===== src/rtl/immediate_generation_unit.sv =====
// Registered RV64I immediate generator: decodes I/S/B/U/J immediates, sign-extended to XLEN.
// Optional macro IMM_ILLEGAL_DETECT_EN adds a registered illegal_opcode flag.
module immediate_generation_unit #(
    parameter int XLEN = 64
) (
    input  logic            clk,
    input  logic            reset,
    input  logic            in_valid,
    input  logic [31:0]     instruction,
    output logic [XLEN-1:0] immediate,
    output logic            out_valid
`ifdef IMM_ILLEGAL_DETECT_EN
    ,
    output logic            illegal_opcode
`endif
);

    localparam logic [6:0] OP_IMM    = 7'b0010011;
    localparam logic [6:0] OP_IMM_32 = 7'b0011011;
    localparam logic [6:0] OP_LOAD   = 7'b0000011;
    localparam logic [6:0] OP_JALR   = 7'b1100111;
    localparam logic [6:0] OP_STORE  = 7'b0100011;
    localparam logic [6:0] OP_BRANCH = 7'b1100011;
    localparam logic [6:0] OP_LUI    = 7'b0110111;
    localparam logic [6:0] OP_AUIPC  = 7'b0010111;
    localparam logic [6:0] OP_JAL    = 7'b1101111;
    localparam logic [6:0] OP_OP     = 7'b0110011;
    localparam logic [6:0] OP_OP_32  = 7'b0111011;
    localparam logic [6:0] OP_SYSTEM = 7'b1110011;
    localparam logic [6:0] OP_FENCE  = 7'b0001111;

    // Every format takes its sign from inst[31]; non-immediate opcodes yield zero.
    function automatic logic [XLEN-1:0] decode_imm(input logic [31:0] inst);
        logic [XLEN-1:0] imm;
        imm = {XLEN{1'b0}};
        case (inst[6:0])
            OP_IMM, OP_IMM_32, OP_LOAD, OP_JALR:
                imm = {{(XLEN-12){inst[31]}}, inst[31:20]};
            OP_STORE:
                imm = {{(XLEN-12){inst[31]}}, inst[31:25], inst[11:7]};
            OP_BRANCH:
                imm = {{(XLEN-13){inst[31]}}, inst[31], inst[7], inst[30:25], inst[11:8], 1'b0};
            OP_LUI, OP_AUIPC:
                imm = {{(XLEN-32){inst[31]}}, inst[31:12], 12'b0};
            OP_JAL:
                imm = {{(XLEN-21){inst[31]}}, inst[31], inst[19:12], inst[20], inst[30:21], 1'b0};
            default:
                imm = {XLEN{1'b0}};
        endcase
        return imm;
    endfunction

`ifdef IMM_ILLEGAL_DETECT_EN
    function automatic logic is_illegal(input logic [6:0] op);
        logic ill;
        ill = 1'b0;
        if (op[1:0] != 2'b11) begin
            ill = 1'b1;
        end else begin
            case (op)
                OP_IMM, OP_IMM_32, OP_LOAD, OP_JALR, OP_STORE, OP_BRANCH,
                OP_LUI, OP_AUIPC, OP_JAL, OP_OP, OP_OP_32, OP_SYSTEM, OP_FENCE:
                    ill = 1'b0;
                default:
                    ill = 1'b1;
            endcase
        end
        return ill;
    endfunction
`endif

    logic [XLEN-1:0] w_imm;
    logic [XLEN-1:0] r_imm;
    logic            r_valid;

    assign w_imm = decode_imm(instruction);

    // Output register: reset wins, capture on in_valid, otherwise hold the immediate.
    always_ff @(posedge clk) begin
        if (reset) begin
            r_imm   <= {XLEN{1'b0}};
            r_valid <= 1'b0;
        end else if (in_valid) begin
            r_imm   <= w_imm;
            r_valid <= 1'b1;
        end else begin
            r_imm   <= r_imm;
            r_valid <= 1'b0;
        end
    end

    assign immediate = r_imm;
    assign out_valid = r_valid;

`ifdef IMM_ILLEGAL_DETECT_EN
    logic w_illegal;
    logic r_illegal;

    assign w_illegal = is_illegal(instruction[6:0]);

    // Illegal-opcode flag shares the capture/hold behaviour of the immediate.
    always_ff @(posedge clk) begin
        if (reset) begin
            r_illegal <= 1'b0;
        end else if (in_valid) begin
            r_illegal <= w_illegal;
        end else begin
            r_illegal <= r_illegal;
        end
    end

    assign illegal_opcode = r_illegal;
`endif

endmodule


===== config.mk =====
export PLATFORM = sky130hd
export DESIGN_NAME = immediate_generation_unit
export DESIGN_NICKNAME = d
export VERILOG_FILES = /design/src/rtl/immediate_generation_unit.sv
export SDC_FILE = /design/constraint.sdc
export NUM_CORES = 1
export LEC_CHECK = 0
export BUFFER_PORTS_ARGS = -buffer_cell sky130_fd_sc_hd__buf_2
export CORE_AREA = 2 2 71 73
export DETAILED_ROUTE_END_ITERATION = 7
export DIE_AREA = 0 0 73 75
export PLACE_DENSITY = 0.71
export SLEW_MARGIN = 15
export SYNTH_ARGS = -nofsm -noshare
export SYNTH_HDL_FRONTEND = slang
export SYNTH_SLANG_ARGS = --single-unit

===== constraint.sdc =====
create_clock -name clk -period 1.3 [get_ports clk]
set_input_delay 0.13 -clock clk [delete_from_list [all_inputs] [get_ports clk]]
set_output_delay 0.13 -clock clk [all_outputs]
set_load 0.05 [all_outputs]

Word-level counts from Yosys, hierarchy flattened:

Index checks and enable logic that the tools add are counted.

* logic and storage cells: 15
* output and inout port bits: 65
* input port bits: 35
* register bits after elaboration: 65

* muxes and demuxes: 2
* equal/unequal tests: 9
* reduce and logical (&&, ||, !) cells: 2

Operators by type and width (count)
* case mux 64 bit (5 select lines): 1
* equality test 7 x 5 -> 1 bit, second input constant: 3
* equality test 7 bit, second input constant: 3
* equality test 7 x 6 -> 1 bit, second input constant: 2
* equality test 7 x 2 -> 1 bit, second input constant: 1
* OR reduction 4 bit: 1
* OR reduction 2 bit: 1
* two-way mux 1 bit: 1

Depth between registers and ports, before layout:

Gate-level depths: netlist of the first run.

* word-level depth: 3
* gate-level depth with buffers: 7
* mapped depth without buffers: 4

Least setup slack after synthesis of the first run:

OpenSTA, ideal clock, no wires.

* kind: register to output
* from: register immediate[62] (netlist name)
* to: output immediate[32]
* data required time: 1.170 ns
* path slack: -0.311 ns
* arrival: 1.481 ns
* buffers on the path: 1
* stages on the path, launching flop included: 2
* path through: dfxtp_1 > buf_4

RTL lines
* to (decl): RTL line 10 `output logic [XLEN-1:0] immediate,`

Worst setup path after layout of the first run:

* from: input instruction[2]
* to: register r_imm[7], in the netlist immediate[7]

* longest elaborated chain between the ends: 3
* elaborated cells on any way between the ends: 12
* those cells by class: 9 x eq/ne; 1 x mux; 2 x reduce/logical

Ends and longest elaborated chain
* from (decl): RTL line 9 `input logic [31:0] instruction,`
* equality test 7 x 5 -> 1 bit (tied with other cells): RTL line 36 `case (inst[6:0])`
* OR reduction 4 bit / OR reduction 2 bit (equally long branches): RTL line 36
* case mux 64 bit (5 select lines) (*): RTL line 36
* to (signal assigned): RTL line 81 `r_imm <= {XLEN{1'b0}};`
* to (signal assigned): RTL line 84 `r_imm <= w_imm;`
* to (signal assigned): RTL line 87 `r_imm <= r_imm;`
* to (decl): RTL line 73 `logic [XLEN-1:0] r_imm;`

Every way passes the cells marked *; elsewhere a longest branch is shown, timed or not.
A chain may end at the register's enable or synchronous reset.

==> impl_metrics.toml, run 1 <==
[synth]
yosysSeqAreaShare = 0.362
syn_inst = 194
synthAdderAreaFrac = 0
synth_edf_count = 0
synth_top_area_share = 0.362
synth_top_family_by_area = "compound AO/OA/AOI/OAI gates"
synthMuxAreaShare = 0.00549
yosysWarnings = 0
synth_ff_type = "dfxtp_1"
synth_cell_type_count = 48
synth.top_cells.by_area = "dfxtp_1 36%, buf_4 14%, a221o_1 6.0%"
ys_ff_latch = 33
syn_area_per_cell_sq_um = 9.40
synth_xor_area_frac = 0
syn_nets = 229
synth.largest_area_cell = "dfxtp_1"
synth_compound_area_frac = 0.287
synth-simple-area-share = 0.171
async_flop_share = 0
syn_area_sq_mm = 0.00182

[sta]
rsz0062_at_grt = "no"
timing.hold.ws_ns = 0.0911
worstMarginPinSlew_ns = 0.743
fmax_ghz = 0.794
worst_slack_ns = 0.0405
slew_headroom = 0.502
period_needed_ns = 1.26
hold_viol_final = 0
setup_tns_ns = 0
setup_viol = 0
maxSlewViolCount = 0
finalCritPeriodShare = 0.969
fin_worst_skew_ns = 0

[clocking]
cts_buffer_depth = 2
holdBufCountCts = 0
clkTransAtPathRegs_ns = 0.07
root_buffer = "clkbuf_8"
insertion_delay_ns = 0.28
cts.sinks = 33
postCtsSetupBuffers = 0
cts_tree = "done"
htree_num_levels = 2
numCtsBuffers = 5

[finish]
layout.nets = 319
syn2layout_area_growth_pct = 33.3
fin_util = 0.522
drive_gt1_frac = 0.540
antenna_cells = 0

[route]
drtAntennaViolNets = 0
dr.pass1.iters = 4
num_vias = 1699
drc = 0
drt_iter0_drc = 77
routed_via_density = 5.01
wirelength_um = 4470
wire_per_inst_um = 13.2

[setup_path]
cpPeakStageDelay_ns = 0.40
crit_chain = "buf_2 -> buf_4 -> or2_4 -> o32a_4 -> o21ai_4 -> a32o_1"
worstSetupPathType = "in -> reg"
r2r-end = "immediate[2]$_SDFFE_PP0P_"
reg2reg_depth = 4
crit_fanout = 17
arrival_ns = 1.49
required_ns = 1.53
end_kind = "flop"
cpMaxStageDelayCell = "o32a_4"
r2r_slack_ns = 0.30
crit_start = "instruction[2]"
cp-endpoint = "immediate[7]$_SDFFE_PP0P_"
r2r-start = "immediate[2]$_SDFFE_PP0P_"
worst_setup_path_start_kind = "primary input"

[die]
fp.dieW_um = 73
coreArea_sq_mm = 0.00466
die_area_sq_mm = 0.00548
initial_core_util = 0.391
fp-row-count = 25
boundaryPins = 100
die_h_um = 75

[grt]
grt_overflow = 0
track_usage = 0.162
grt_pass1_vias = 1483
antenna_found_initial = 0
grt_max_degree = 35
grt_pass1_wl_um = 6890

[flow_run]
maxCapViolations = 0

[placed_design]
dp_hpwl_um = 3380
dp_slack_ns = -0.582
io_buffers = 99
place_congestion = 0.890

[outcome]
status = "finished clean"

[min_path]
hp-class = "in -> reg"
hold_start = "instruction[26]"

[power_and_ir_drop]
ir_drop_mv = 0.424
leakagePower_nw = 1.24
powerDensity_mw_per_mm2 = 1080
repair_timing:
| action | in CTS | in global routing |
|---|---|---|
| pin swaps | 0 | 1 |
| endpoints found under the hold margin | 0 | 0 |
| resized for setup | 2 | 1 |
| setup endpoints to repair | 44 | 20 |
flip-flops by register name (all words and copies together) (netlist names):
name and cells:
out_valid 1, immediate 32
logic make-up (layout without fill, tap and decap cells):
group	Yosys count	after routing
flip-flops	33	33
AND/OR/NAND/NOR	58	58
buffers and inverters	44	135
AO/OA/AOI/OAI	58	58
multiplexers	1	1
layout by cell type, fill, tap and decap left out, drive strengths merged, types with 2 or more instances in the layout:
cell,count
buf,125
and2b,2
a32o,6
o21ba,4
and3,9
o32ai,2
bufinv,2
nand2,22
clkbuf,5
and2,2
or2,2
nor2b,3
o21ai,12
nor3,4
nor2,6
a221o,11
a22oi,8
a211o,4
inv,3
nand2b,2
dfxtp,33
a21oi,2
per-layer routing:
layer | wire length, um | global-route usage | vias to the layer above
met5 | 0 | 0 | -
met4 | 34 | 0.0556 | 0
met3 | 240 | 0.0388 | 2
met2 | 2100 | 0.260 | 65
met1 | 2100 | 0.213 | 768
li1 | - | - | 864
worst max-delay path: cells and delay by family:
kind                   cells  cell delay, ns
buffers and inverters      2            0.28
and+or+nand+nor            1            0.27
AOI/OAI and AO/OA          3            0.81
synthesized netlist by cell type (all sizes together) (2+ instances only):
cell type and number:
buf 38, dfxtp 33, nand2 22, o21ai 12, a221o 11, and3 9
a22oi 8, a32o 6, nor2 6, a211o 4, nor3 4, o21ba 4
clkbuf 3, nor2b 3, a21oi 2, and2 2, and2b 2, inv 2
nand2b 2, o32ai 2, or2 2
final cells by class:
class,instances,area [sq um]
Clock buffer,5,68.8
Clock inverter,3,68.8
Fill cell,450,2230
Inverter,2,7.51
Multi-Input combinational cell,117,851
Sequential cell,33,664
Tap cell,54,67.6
Timing Repair Buffer,125,703
through the flow:
stage	total power [mW]	std cells	cell area, sq um
after floorplan	1.32	194	1830
after global placement	1.48	331	2290
after detailed placement	1.48	331	2290
after CTS	2.64	339	2430
after global routing	2.73	339	2430
final	2.62	339	2430
worst min-delay path by stage:
stage                                  to  cells past startpoint
6_report       immediate[26]$_SDFFE_PP0P_                      2
5_1_grt        immediate[26]$_SDFFE_PP0P_                      2
4_1_cts        immediate[25]$_SDFFE_PP0P_                      2
3_5_place_dp   immediate[25]$_SDFFE_PP0P_                      2
3_3_place_gp   immediate[26]$_SDFFE_PP0P_                      2
2_1_floorplan   immediate[1]$_SDFFE_PP0P_                      1
where the power goes:
part | leakage [nW] | total (mW) | switching [mW] | internal, mW
logic | 0.908 | 0.422 | 0.251 | 0.171
registers | 0.268 | 1.03 | 0.00870 | 1.02
clock network | 0.0687 | 1.17 | 0.395 | 0.772
(Power assumes the default switching activity.)
==> run 2, diff against run 1 <==
SETUP_SLACK_MARGIN = 0.05   (was not set)
==> impl_metrics.toml, run 2 (synthesized netlist as in run 1, its figures left out) <==
[outcome]
status = "finished clean"

[setup_path]
end_kind = "flop"
r2r_slack_ns = 0.31
cp-endpoint = "immediate[22]$_SDFFE_PP0P_"
required_ns = 1.53
cpMaxStageDelayCell = "a2111oi_4"
cp_top_family = "compound AO/OA/AOI/OAI gates"
cpPeakStageDelay_ns = 0.42
r2r-end = "immediate[2]$_SDFFE_PP0P_"
worstSetupPathType = "in -> reg"
crit_start = "instruction[2]"
arrival_ns = 1.46
crit_fanout = 5
timing.critical_path.buf_inv = 5
crit_path_frequent_cell = "buf_4"
reg2reg_depth = 4
cp_num_cells = 8
r2r-start = "immediate[2]$_SDFFE_PP0P_"
worst_setup_path_start_kind = "primary input"
crit_chain = "buf_2 -> buf_8 -> buf_4 -> inv_2 -> a2111oi_4 -> buf_4 -> o211a_1 -> a221o_1"

[route]
dr.pass1.iters = 5
drt_iter0_drc = 89
routed_via_density = 5.11
wire_per_inst_um = 13.7
wirelength_um = 4750
drc = 0
num_vias = 1774
drtAntennaViolNets = 0

[placed_design]
postPlaceCellArea_sq_mm = 0.00229
place_congestion = 0.890
io_buffers = 99
dp_hpwl_um = 3380

[sta]
period_needed_ns = 1.23
fmax_ghz = 0.811
finalCritPeriodShare = 0.948
setup_viol = 0
fin_worst_skew_ns = 0
setup_tns_ns = 0
maxSlewViolCount = 0
rsz0062_at_grt = "yes"
worstMarginPinSlew_ns = 0.469
slew_headroom = 0.686
hold_viol_final = 0

[grt]
grt_pass1_wl_um = 6990
antenna_found_initial = 0
grt_pass1_vias = 1499
track_usage = 0.164
grt_max_degree = 35
grt_overflow = 0

[power_and_ir_drop]
pwr-share-clk = 0.442
internal_power_mw = 1.98
total_switching_power_uw = 670
leakagePower_nw = 1.30
power_frac_seq = 0.389
p_sw_frac = 0.253
powerDensity_mw_per_mm2 = 1030
combPwrFrac = 0.170
ir_drop_mv = 0.428

[clocking]
htree_num_levels = 2
numCtsBuffers = 5
clkTransAtPathRegs_ns = 0.08
cts_tree = "done"
cts_buffer_depth = 2
root_buffer = "clkbuf_8"
cts.sinks = 33
holdBufCountCts = 0
insertion_delay_ns = 0.28

[die]
initial_core_util = 0.391
die_h_um = 75
fp.dieW_um = 73
fp-row-count = 25
coreArea_sq_mm = 0.00466
die_area_sq_mm = 0.00548
boundaryPins = 100

[flow_run]
maxCapViolations = 0

[finish]
finalInstanceArea_sq_mm = 0.00257
regArea_sq_um = 664
antenna_cells = 0
layout.nets = 327
multi_input_area_sq_um = 885
drive_gt1_frac = 0.563
syn2layout_area_growth_pct = 40.9
fin_util = 0.552
largest_register_ff_count = 32
final_common_cell = "buf_2"
most-common-layout-cells = "82 x buf_2, 32 x dfxtp_1, 31 x buf_4"
fill_cells = 446

[min_path]
hp-class = "in -> reg"
hold_start = "instruction[28]"
run 2: per-stage QoR:
step / cells / setup slack (ns) / hold slack, ns / power (mW)
3_3_place_gp: 331 / -0.491 / 0.374 / 1.48
6_report: 347 / 0.0670 / 0.0836 / 2.65
4_1_cts: 342 / 0.0704 / 0.0805 / 2.65
3_5_place_dp: 331 / -0.582 / 0.377 / 1.48
2_1_floorplan: 194 / 0.0778 / 0.264 / 1.32
5_1_grt: 347 / -0.0286 / 0.0846 / 2.76
run 2: cell type report:
| type | count | share of cell area |
|---|---|---|
| clock buffers | 5 | 0.0268 |
| clock inverters | 3 | 0.0268 |
| inverters | 2 | 0.00292 |
| multi-input cells | 118 | 0.344 |
| flip-flops and latches | 33 | 0.258 |
| well taps | 54 | 0.0263 |
| repair buffers | 132 | 0.315 |
run 2: layer usage:
layer	track usage	share of wire
met1	0.217	0.45
met2	0.265	0.47
met3	0.0388	0.073
met4	0.0556	0.0074
met5	0	0
run 2: power by group through the flow:
stage | Sequential [mW] | Clock (mW) | Combinational, mW
3_3_place_gp | 1.06 | 0 | 0.418
2_1_floorplan | 1.11 | 0 | 0.206
3_5_place_dp | 1.06 | 0 | 0.420
4_1_cts | 1.03 | 1.19 | 0.431
6_report | 1.03 | 1.17 | 0.450
5_1_grt | 1.03 | 1.24 | 0.482
run 2: how the worst min path moves through the flow:
stage	endpoint	slack [ns]	cells past startpoint
floorplan	immediate[1]$_SDFFE_PP0P_	0.26	1
global placement	immediate[26]$_SDFFE_PP0P_	0.37	2
detailed placement	immediate[25]$_SDFFE_PP0P_	0.38	2
CTS	immediate[25]$_SDFFE_PP0P_	0.08	2
global route	immediate[26]$_SDFFE_PP0P_	0.08	2
finish	immediate[28]$_SDFFE_PP0P_	0.08	2
run 2: repair_timing:
| item | CTS | global route |
|---|---|---|
| cloned | 0 | 1 |
| pin swaps | 4 | 2 |
| setup buffers | 3 | 4 |
| gates resized for setup | 5 | 24 |
| endpoints found under the setup margin | 49 | 54 |
